[src/rtl/traffic_ctrl_multi.sv]
// ---------------------------------------------------------------------------
// traffic_ctrl_multi
//
// Purpose:
//   Round-robin traffic-light controller for N_DIR approaches. Each approach
//   in turn runs GREEN -> YELLOW -> ALL_RED before the next one is served.
//   Includes a protected left arrow at the start of green, latched
//   pedestrian requests with walk grants, and a tick prescaler so that all
//   phase durations are expressed in ticks of TICK_DIV clock cycles.
//
// Ports:
//   clk        in   1               system clock
//   reset_n    in   1               asynchronous active-low reset
//   i_start    in   1               run enable (level)
//   i_ped_req  in   N_DIR           pedestrian request pulses, one per approach
//   o_ct       out  4*N_DIR         car lamps, approach d: {left,green,yellow,red}
//   o_wt       out  2*N_DIR         walk lamps, approach d: {walk,dont_walk}
//   o_dir      out  $clog2(N_DIR)   approach currently served
//   o_busy     out  1               high whenever the controller is not idle
//
// Configuration:
//   PED_FLASH_EN  when defined, walk flashes during the last FL_TICKS ticks
//                 of a granted green. Otherwise walk is steady and FL_TICKS
//                 has no effect.
// ---------------------------------------------------------------------------
module traffic_ctrl_multi #(
    parameter int N_DIR    = 4,
    parameter int TICK_DIV = 1,
    parameter int CNT_W    = 8,
    parameter int G_TICKS  = 10,
    parameter int Y_TICKS  = 3,
    parameter int R_TICKS  = 2,
    parameter int L_TICKS  = 2,
    parameter int FL_TICKS = 3
) (
    input  logic                     clk,
    input  logic                     reset_n,
    input  logic                     i_start,
    input  logic [N_DIR-1:0]         i_ped_req,
    output logic [4*N_DIR-1:0]       o_ct,
    output logic [2*N_DIR-1:0]       o_wt,
    output logic [$clog2(N_DIR)-1:0] o_dir,
    output logic                     o_busy
);

    localparam int DIR_W = $clog2(N_DIR);
    localparam int PRE_W = (TICK_DIV > 1) ? $clog2(TICK_DIV) : 1;

    localparam logic [DIR_W-1:0] LAST_DIR  = DIR_W'(N_DIR - 1);
    localparam logic [PRE_W-1:0] PRE_LAST  = PRE_W'(TICK_DIV - 1);
    localparam logic [CNT_W-1:0] G_LOAD    = CNT_W'(G_TICKS - 1);
    localparam logic [CNT_W-1:0] Y_LOAD    = CNT_W'(Y_TICKS - 1);
    localparam logic [CNT_W-1:0] R_LOAD    = CNT_W'(R_TICKS - 1);
    localparam logic [CNT_W-1:0] LEFT_FROM = CNT_W'(G_TICKS - L_TICKS);
    localparam logic [CNT_W-1:0] FL_CNT    = CNT_W'(FL_TICKS);
    // Parity of the first flash-window count value; the walk lamp must be
    // dark on the first flash tick, so walk = parity(first) ^ parity(cnt).
    localparam logic FL_LAST_ODD = (((FL_TICKS - 1) % 2) != 0);

`ifdef PED_FLASH_EN
    localparam logic FLASH_ON = 1'b1;
`else
    localparam logic FLASH_ON = 1'b0;
`endif

    typedef enum logic [1:0] {
        IDLE    = 2'd0,
        GREEN   = 2'd1,
        YELLOW  = 2'd2,
        ALL_RED = 2'd3
    } state_t;

    state_t             state, state_next;
    logic [DIR_W-1:0]   dir, dir_next;
    logic [PRE_W-1:0]   presc, presc_next;
    logic [CNT_W-1:0]   cnt, cnt_next;
    logic [N_DIR-1:0]   latch, latch_next;
    logic               grant, grant_next;
    logic               tick;

    logic [4*N_DIR-1:0] ct_next;
    logic [2*N_DIR-1:0] wt_next;
    logic               busy_next;
    logic               left_on;
    logic               walk_on;

    assign tick  = (presc == PRE_LAST);
    assign o_dir = dir;

    // State register. Every output is registered here from its next value,
    // so lamps change on the same edge as the state they belong to.
    always_ff @(posedge clk or negedge reset_n) begin
        if (!reset_n) begin
            state  <= IDLE;
            dir    <= '0;
            presc  <= '0;
            cnt    <= '0;
            latch  <= '0;
            grant  <= 1'b0;
            o_ct   <= {N_DIR{4'b0001}};
            o_wt   <= {N_DIR{2'b01}};
            o_busy <= 1'b0;
        end else begin
            state  <= state_next;
            dir    <= dir_next;
            presc  <= presc_next;
            cnt    <= cnt_next;
            latch  <= latch_next;
            grant  <= grant_next;
            o_ct   <= ct_next;
            o_wt   <= wt_next;
            o_busy <= busy_next;
        end
    end

    // Next-state logic. The phase counter counts ticks down to zero and the
    // phase advances on the tick that finds it at zero. i_start is only
    // looked at in IDLE and when ALL_RED ends, so it never cuts a phase short.
    always_comb begin
        state_next = state;
        dir_next   = dir;
        presc_next = presc;
        cnt_next   = cnt;
        latch_next = latch | i_ped_req;
        grant_next = grant;

        if (state == IDLE) begin
            presc_next = '0;
            if (i_start) begin
                state_next = GREEN;
                dir_next   = '0;
                cnt_next   = G_LOAD;
            end
        end else begin
            presc_next = tick ? '0 : presc + 1'b1;
            if (tick) begin
                if (cnt != '0) begin
                    cnt_next = cnt - 1'b1;
                end else begin
                    case (state)
                        GREEN: begin
                            state_next = YELLOW;
                            cnt_next   = Y_LOAD;
                            grant_next = 1'b0;
                        end
                        YELLOW: begin
                            state_next = ALL_RED;
                            cnt_next   = R_LOAD;
                        end
                        default: begin
                            if (i_start) begin
                                state_next = GREEN;
                                dir_next   = (dir == LAST_DIR) ? '0 : dir + 1'b1;
                                cnt_next   = G_LOAD;
                            end else begin
                                state_next = IDLE;
                                dir_next   = '0;
                                cnt_next   = '0;
                            end
                        end
                    endcase
                end
            end
        end

        // Walk grant is decided once, on green entry. Using the already
        // OR-ed latch means a request on the entry edge itself is honoured;
        // anything arriving later in this green stays latched for next time.
        if ((state_next == GREEN) && (state != GREEN)) begin
            grant_next           = latch_next[dir_next];
            latch_next[dir_next] = 1'b0;
        end
    end

    // Output logic, computed from the next state so the registered lamps
    // line up with the state register.
    always_comb begin
        ct_next   = {N_DIR{4'b0001}};
        wt_next   = {N_DIR{2'b01}};
        busy_next = (state_next != IDLE);
        left_on   = (L_TICKS != 0) && (cnt_next >= LEFT_FROM);
        walk_on   = (FLASH_ON && (cnt_next < FL_CNT)) ? (FL_LAST_ODD ^ cnt_next[0]) : 1'b1;

        for (int d = 0; d < N_DIR; d++) begin
            if (DIR_W'(d) == dir_next) begin
                case (state_next)
                    GREEN: begin
                        ct_next[4*d +: 4] = {left_on, 3'b100};
                        if (grant_next) begin
                            wt_next[2*d +: 2] = {walk_on, 1'b0};
                        end
                    end
                    YELLOW: begin
                        ct_next[4*d +: 4] = 4'b0010;
                    end
                    default: begin
                    end
                endcase
            end
        end
    end

endmodule

[config.mk]
export PLATFORM = sky130hd
export DESIGN_NAME = traffic_ctrl_multi
export DESIGN_NICKNAME = d
export VERILOG_FILES = /design/src/rtl/traffic_ctrl_multi.sv
export SDC_FILE = /design/constraint.sdc
export NUM_CORES = 1
export LEC_CHECK = 0
export CAP_MARGIN = 20
export CORE_AREA = 2 2 70 72
export CTS_BUF_LIST = sky130_fd_sc_hd__clkbuf_4 sky130_fd_sc_hd__clkbuf_8
export CTS_CLUSTER_DIAMETER = 30
export DETAILED_ROUTE_END_ITERATION = 8
export DIE_AREA = 0 0 72 74
export MAX_ROUTING_LAYER = met4
export PLACE_DENSITY_LB_ADDON = 0.2
export SYNTH_ARGS = -nofsm -noshare
export SYNTH_HDL_FRONTEND = slang
export SYNTH_SLANG_ARGS = --single-unit
export TNS_END_PERCENT = 10
[constraint.sdc]
create_clock -name clk -period 2.63 [get_ports clk]
set_input_delay 0.526 -clock clk [delete_from_list [all_inputs] [get_ports clk]]
set_output_delay 0.526 -clock clk [all_outputs]
set_load 0.01 [all_outputs]
# [Word-level counts from Yosys, hierarchy flattened]
# Cells that the tools add are included.
[word_totals] reg_bits=43 latch_bits=0 ram_bits=0 rom_bits=0 in_bits=7 wordCells=76 mem_count=0
[op_classes] addsub=3 n_mul=0 div_mod_pow=0 magnitude_cmp=3 n_eq_ne=9 shift=0 n_mux=42 n_bitwise=3 n_reduce_logical=7
[op_table] op="2-bit 2-to-1 mux" count=17
[op_table] op="8-bit 2-to-1 mux" count=4
[op_table] op="4-bit 2-to-1 mux" count=6
[op_table] op="4-bit one-hot mux with 2 select lines" count=2
[op_table] op="1-bit 2-to-1 mux" count=10
[op_table] op="8-bit by 4-bit greater-or-equal comparator with 1-bit output, second input constant" count=1
[op_table] op="8-bit nonzero test" count=1
[op_table] op="8-bit by 1-bit subtractor with 8-bit output, second input constant" count=1
[op_table] op="2-bit equality test, second input constant" count=3
[op_table] op="4-bit AND" count=1
[op_table] op="2-bit by 1-bit equality test with 1-bit output, second input constant" count=2
[op_table] op="2-bit equality test, first input constant" count=2
[op_table] op="2-bit logical NOT" count=2
[op_table] op="4-bit NOT" count=1
[op_table] op="4-bit bitwise OR" count=1
[op_table] op="2-bit one-hot mux with 2 select lines" count=1
[op_table] op="2-bit by 3-bit < comparator with 1-bit output, second input constant" count=1
[op_table] op="2-bit by 1-bit adder with 2-bit output, second input constant" count=1
[op_table] op="1-bit binary-select mux with 2-bit select" count=1
[op_table] op="1-bit demux with 2-bit select" count=1
[op_table] op="1-bit by 2-bit equality test with 1-bit output, first input constant" count=1
[op_table] op="2-bit by 1-bit greater-or-equal comparator with 1-bit output, second input constant" count=1
[op_table] op="1-bit logical AND" count=2
[op_table] op="2-bit by 1-bit inequality test with 1-bit output, second input constant" count=1
[op_table] op="other kinds (3)" count=3

# [Logic depth before layout (Yosys ltp)]
[depth] word_depth=14 ltp_mapped=12

# [Least setup slack after synthesis]
# OpenSTA, ideal clock, no wires.
[synth_timing] path_kind="reg-to-reg" from="register cnt[0]" to="register grant" setup_time_ns=0.125 arrival_ns=2.518 path_slack_ns=-0.013 path_stages_with_launch=13 path_buffers=1 period_less_slack_ns=2.643 path_cell_list="dfrtp_1 > inv_1 > ha_1 > or3b_2 > clkbuf_1 > nor2_2 > nor2_1 > nor2_1 > o21a_1 > ha_1 > nor2b_1 > nand3b_1 > nand3_1"
[synth_between] elab_chain_cells=7 word_cells_on_any_way=15 classes_between="eq/ne: 1; mux: 12; reduce/logical: 2"
[synth_rtl] element="from (decl)" line="76" source="logic [CNT_W-1:0] cnt, cnt_next;"
[synth_rtl] element="from (signal assigned)" line="107" source="cnt <= cnt_next;"
[synth_rtl] element="8-bit nonzero test" line="137" source="if (cnt != '0) begin"
[synth_rtl] element="2-bit 2-to-1 mux" line="137"
[synth_rtl] element="2-bit 2-to-1 mux" line="136" source="if (tick) begin"
[synth_rtl] element="2-bit 2-to-1 mux" line="127" source="if (state == IDLE) begin"
[synth_rtl] element="via state_next[0]" line="73" source="state_t state, state_next;"
[synth_rtl] element="2-bit by 1-bit equality test with 1-bit output" line="169" source="if ((state_next == GREEN) && (state != GREEN)) begin"
[synth_rtl] element="1-bit logical AND" line="169"
[synth_rtl] element="1-bit 2-to-1 mux" line="169"
[synth_rtl] element="via grant_next" line="78" source="logic grant, grant_next;"
[synth_rtl] element="to (signal assigned)" line="109" source="grant <= grant_next;"
[synth_rtl] element="to (decl)" line="78"
# The timed path passes the listed nets, and every way through them passes these cells. The select of a mux whose other input is x is not followed.

# [Final worst setup path]
[layout_timing] from="register cnt[7]" to="register o_wt[3]"
[layout_between] elab_chain_cells=10 word_cells_on_any_way=19 classes_between="eq/ne: 2; mux: 15; reduce/logical: 2"
[layout_rtl] element="8-bit nonzero test (*)" line="137"
[layout_rtl] element="2-bit 2-to-1 mux (*)" line="137"
[layout_rtl] element="2-bit 2-to-1 mux (*)" line="136"
[layout_rtl] element="2-bit 2-to-1 mux (*)" line="127"
[layout_rtl] element="via state_next[0]" line="73"
[layout_rtl] element="2-bit by 1-bit equality test with 1-bit output (*)" line="169, 186"
[layout_rtl] element="1-bit logical AND" line="169"
[layout_rtl] element="1-bit 2-to-1 mux" line="169"
[layout_rtl] element="2-bit 2-to-1 mux" line="189" source="if (grant_next) begin"
[layout_rtl] element="2-bit 2-to-1 mux (*)" line="186" source="case (state_next)"
[layout_rtl] element="2-bit 2-to-1 mux (*)" line="185" source="if (DIR_W'(d) == dir_next) begin"
[layout_rtl] element="via wt_next[3]" line="82" source="logic [2*N_DIR-1:0] wt_next;"
[layout_rtl] element="to (signal assigned)" line="101" source="o_wt <= {N_DIR{2'b01}};"
[layout_rtl] element="to (signal assigned)" line="111" source="o_wt <= wt_next;"
[layout_rtl] element="to (decl)" line="41" source="output logic [2*N_DIR-1:0] o_wt,"
# Mark *: on every way through the listed nets, which the timed path passes. The rest lies on a longest branch. The select of a mux whose other input is x is not followed.

==> flow_summary.ini <==
[status]
outcome = completed

[power_and_ir_drop]
p_leak_nw = 1.16
p_per_area_nw_per_um2 = 557
ir_worst_vdd_v = 0.000325

[detailed_routing]
drtIter0Drc = 87
vias = 1708
first_pass_iters = 6
drc = 0
routedWlPerCell_um = 14.8
viasPerCell = 5.47
drt-total-wl_mm = 4.61
postRouteAntennaNets = 0

[synthesis]
syn_inst = 206
synthFlopType = dfrtp_1
synth_area_sq_um = 2110
synth_nets = 221
synth_edf_count = 0
synth_seq_cells = 42
async_flop_share = 1.00
synthDistinctLibCells = 55
syn_area_per_cell_sq_um = 10.2
yosysWarnings = 0
yosysSeqAreaShare = 0.503

[cells_and_area]
design_area_sq_um = 2730
ff_latch_area_sq_um = 1060
drive_gt1_frac = 0.205
diodes = 0
fill_cells = 403
multiInputGateArea_sq_um = 977
areaGrowthSynthToFinish_pct = 29.4
num-nets-final = 272
mostFrequentLayoutCell = dfrtp_1
final_cell_mix = 34 x dfrtp_1, 32 x clkdlybuf4s50_1, 22 x buf_4

[cts]
cts_max_level = 2
hold_buffers = 0
cts_setup_buffers = 0
cts-root-buf = clkbuf_8
clock_latency_ns = 0.29
cts_buffers = 5
clkTransAtPathRegs_ns = 0.08
cts_sinks = 42
tritoncts = built
clockBufferDepth = 2

[sta]
maxSlewViolCount = 0
slew_headroom = 0.410
holdWs_ns = 0.352
hold_viol = 0
timing.fmax_ghz = 0.415
grt_setup_unrepaired = no
fin_crit_ns = 2.41
fin_skew_ns = 0.00389
setup_viol = 0
period_share = 0.917
worst_pin_slew_ns = 0.885

[global_routing]
grt_max_degree = 43
grt.overflow.total = 0
first_global_vias = 1633
grt_antenna_before_repair = 0
grt_usage = 0.196
grt_pass1_wl_mm = 7.72

[placement]
placed_area_sq_um = 2620
port_buffers = 33
dpl.hpwl_mm = 3.40
gp_congestion = 0.946

[worst_setup_path]
crit_path_end_kind = flop
arrival_ns = 2.60
r2r_cells = 8
path_max_fanout = 8
crit_type = flop to flop
required_ns = 2.82
crit_path_start_kind = flop
regToRegEndpoint = o_wt[3]
reg2reg_from = cnt[7]
regToRegSetupSlack_ns = 0.22

[die]
core_region_area_sq_um = 4600
rows = 25
fp.dieArea_sq_um = 5330
start_util = 0.459
die_h_um = 74
die_w_um = 72
pin_count = 34

[worst_hold_path]
hp-class = input pin to asynchronous set/reset pin

[run]
drv_cap = 0
==> layer usage <==
| layer | track usage | vias to the layer above | routed length (um) |
|---|---|---|---|
| li1 | - | 845 | - |
| met1 | 0.251 | 817 | 2140 |
| met2 | 0.311 | 38 | 2210 |
| met3 | 0.0420 | 8 | 163 |
| met4 | 0.0671 | 0 | 89 |
| met5 | - | - | 0 |
==> synthesized netlist by cell type, drive strengths merged, types with 2 or more instances <==
library cell | count | area, sq um
clkbuf | 8 | 31.3
o22ai | 3 | 18.8
nand3 | 10 | 55.1
nor3b | 2 | 15.0
and3 | 3 | 18.8
a21o | 2 | 15.0
buf | 3 | 20.0
inv | 10 | 37.5
nor2b | 6 | 37.5
nand2b | 2 | 12.5
nor3 | 3 | 20.0
a21boi | 2 | 15.0
o21ai | 9 | 48.8
dfstp | 8 | 210
a31oi | 5 | 31.3
nand4 | 6 | 37.5
o21a | 2 | 15.0
ha | 8 | 100
o211a | 2 | 20.0
o211ai | 4 | 30.0
o31ai | 3 | 22.5
dfrtp | 34 | 851
nor4 | 2 | 18.8
a21oi | 14 | 73.8
and2 | 9 | 56.3
nor2 | 14 | 55.1
nand2 | 13 | 48.8
==> state kept, by name, summed over array words and instances (netlist names) <==
register / count
cnt: 8
grant: 1
latch: 4
o_busy: 1
o_ct: 16
o_dir: 2
o_wt: 8
state: 2
==> cells by family (layout without fill, tap and decap cells) <==
| logic type | count (synthesis) | count (layout) | synth area share |
|---|---|---|---|
| adders and majority gates | 8 | 8 | 0.0475 |
| DFF | 42 | 42 | 0.503 |
| AOI/OAI and AO/OA | 56 | 56 | 0.189 |
| buffers and inverters | 21 | 73 | 0.0421 |
| and+or+nand+nor | 78 | 78 | 0.214 |
| xor gates and xnor gates | 1 | 1 | 0.00415 |
==> power by group <==
group	internal [W]	switching, W	leakage, nW
combinational	0.000150	0.000168	0.625
clock	0.000211	0.000222	0.0472
sequential	0.000702	0.0000662	0.490
==> worst max-delay path: stages (launching register included) <==
cell      delay, ns
dfrtp_1        0.43
or4_1          0.59
nor3_2         0.26
o21ai_0        0.15
o21a_1         0.16
ha_1           0.23
a21boi_1       0.14
buf_4          0.18
and3_1         0.15
==> stage by stage <==
stage | instances | power [W] | util | TNS [ns] | setup WS (ns)
after floorplan | 206 | 0.000973 | - | -0.0192 | -0.00911
after global placement | 304 | 0.00109 | 0.570 | 0 | 0.126
after detailed placement | 304 | 0.00109 | 0.570 | 0 | 0.0678
after CTS | 312 | 0.00153 | 0.590 | 0 | 0.0536
after global routing | 312 | 0.00161 | 0.593 | 0 | 0.0928
final | 312 | 0.00152 | 0.593 | 0 | 0.218
==> area by class of cell <==
class                      count  share of cell area
multi-input combinational    143               0.358
tap                           54              0.0248
sequential                    42               0.389
clock buffer                   6              0.0303
clock inverter                 2             0.00459
inverter                      10              0.0138
timing repair buffer          55               0.180
==> what timing repair did <==
action / CTS / global route
hold endpoints to repair: 0 / 0
gates resized for setup: 0 / 4
setup endpoints to repair: 0 / 7
==> worst max path at each step <==
stage,startpoint,to,slack [ns],depth (start not counted)
final,cnt[7],o_wt[3],0.22,8
after global routing,cnt[1],o_ct[11],0.09,10
after CTS,cnt[1],o_wt[3],0.05,10
after detailed placement,cnt[1],o_wt[3],0.07,10
after global placement,i_start,o_ct[11],0.13,7
after floorplan,cnt[0],o_wt[3],-0.009,11
(Power assumes the default switching activity.)
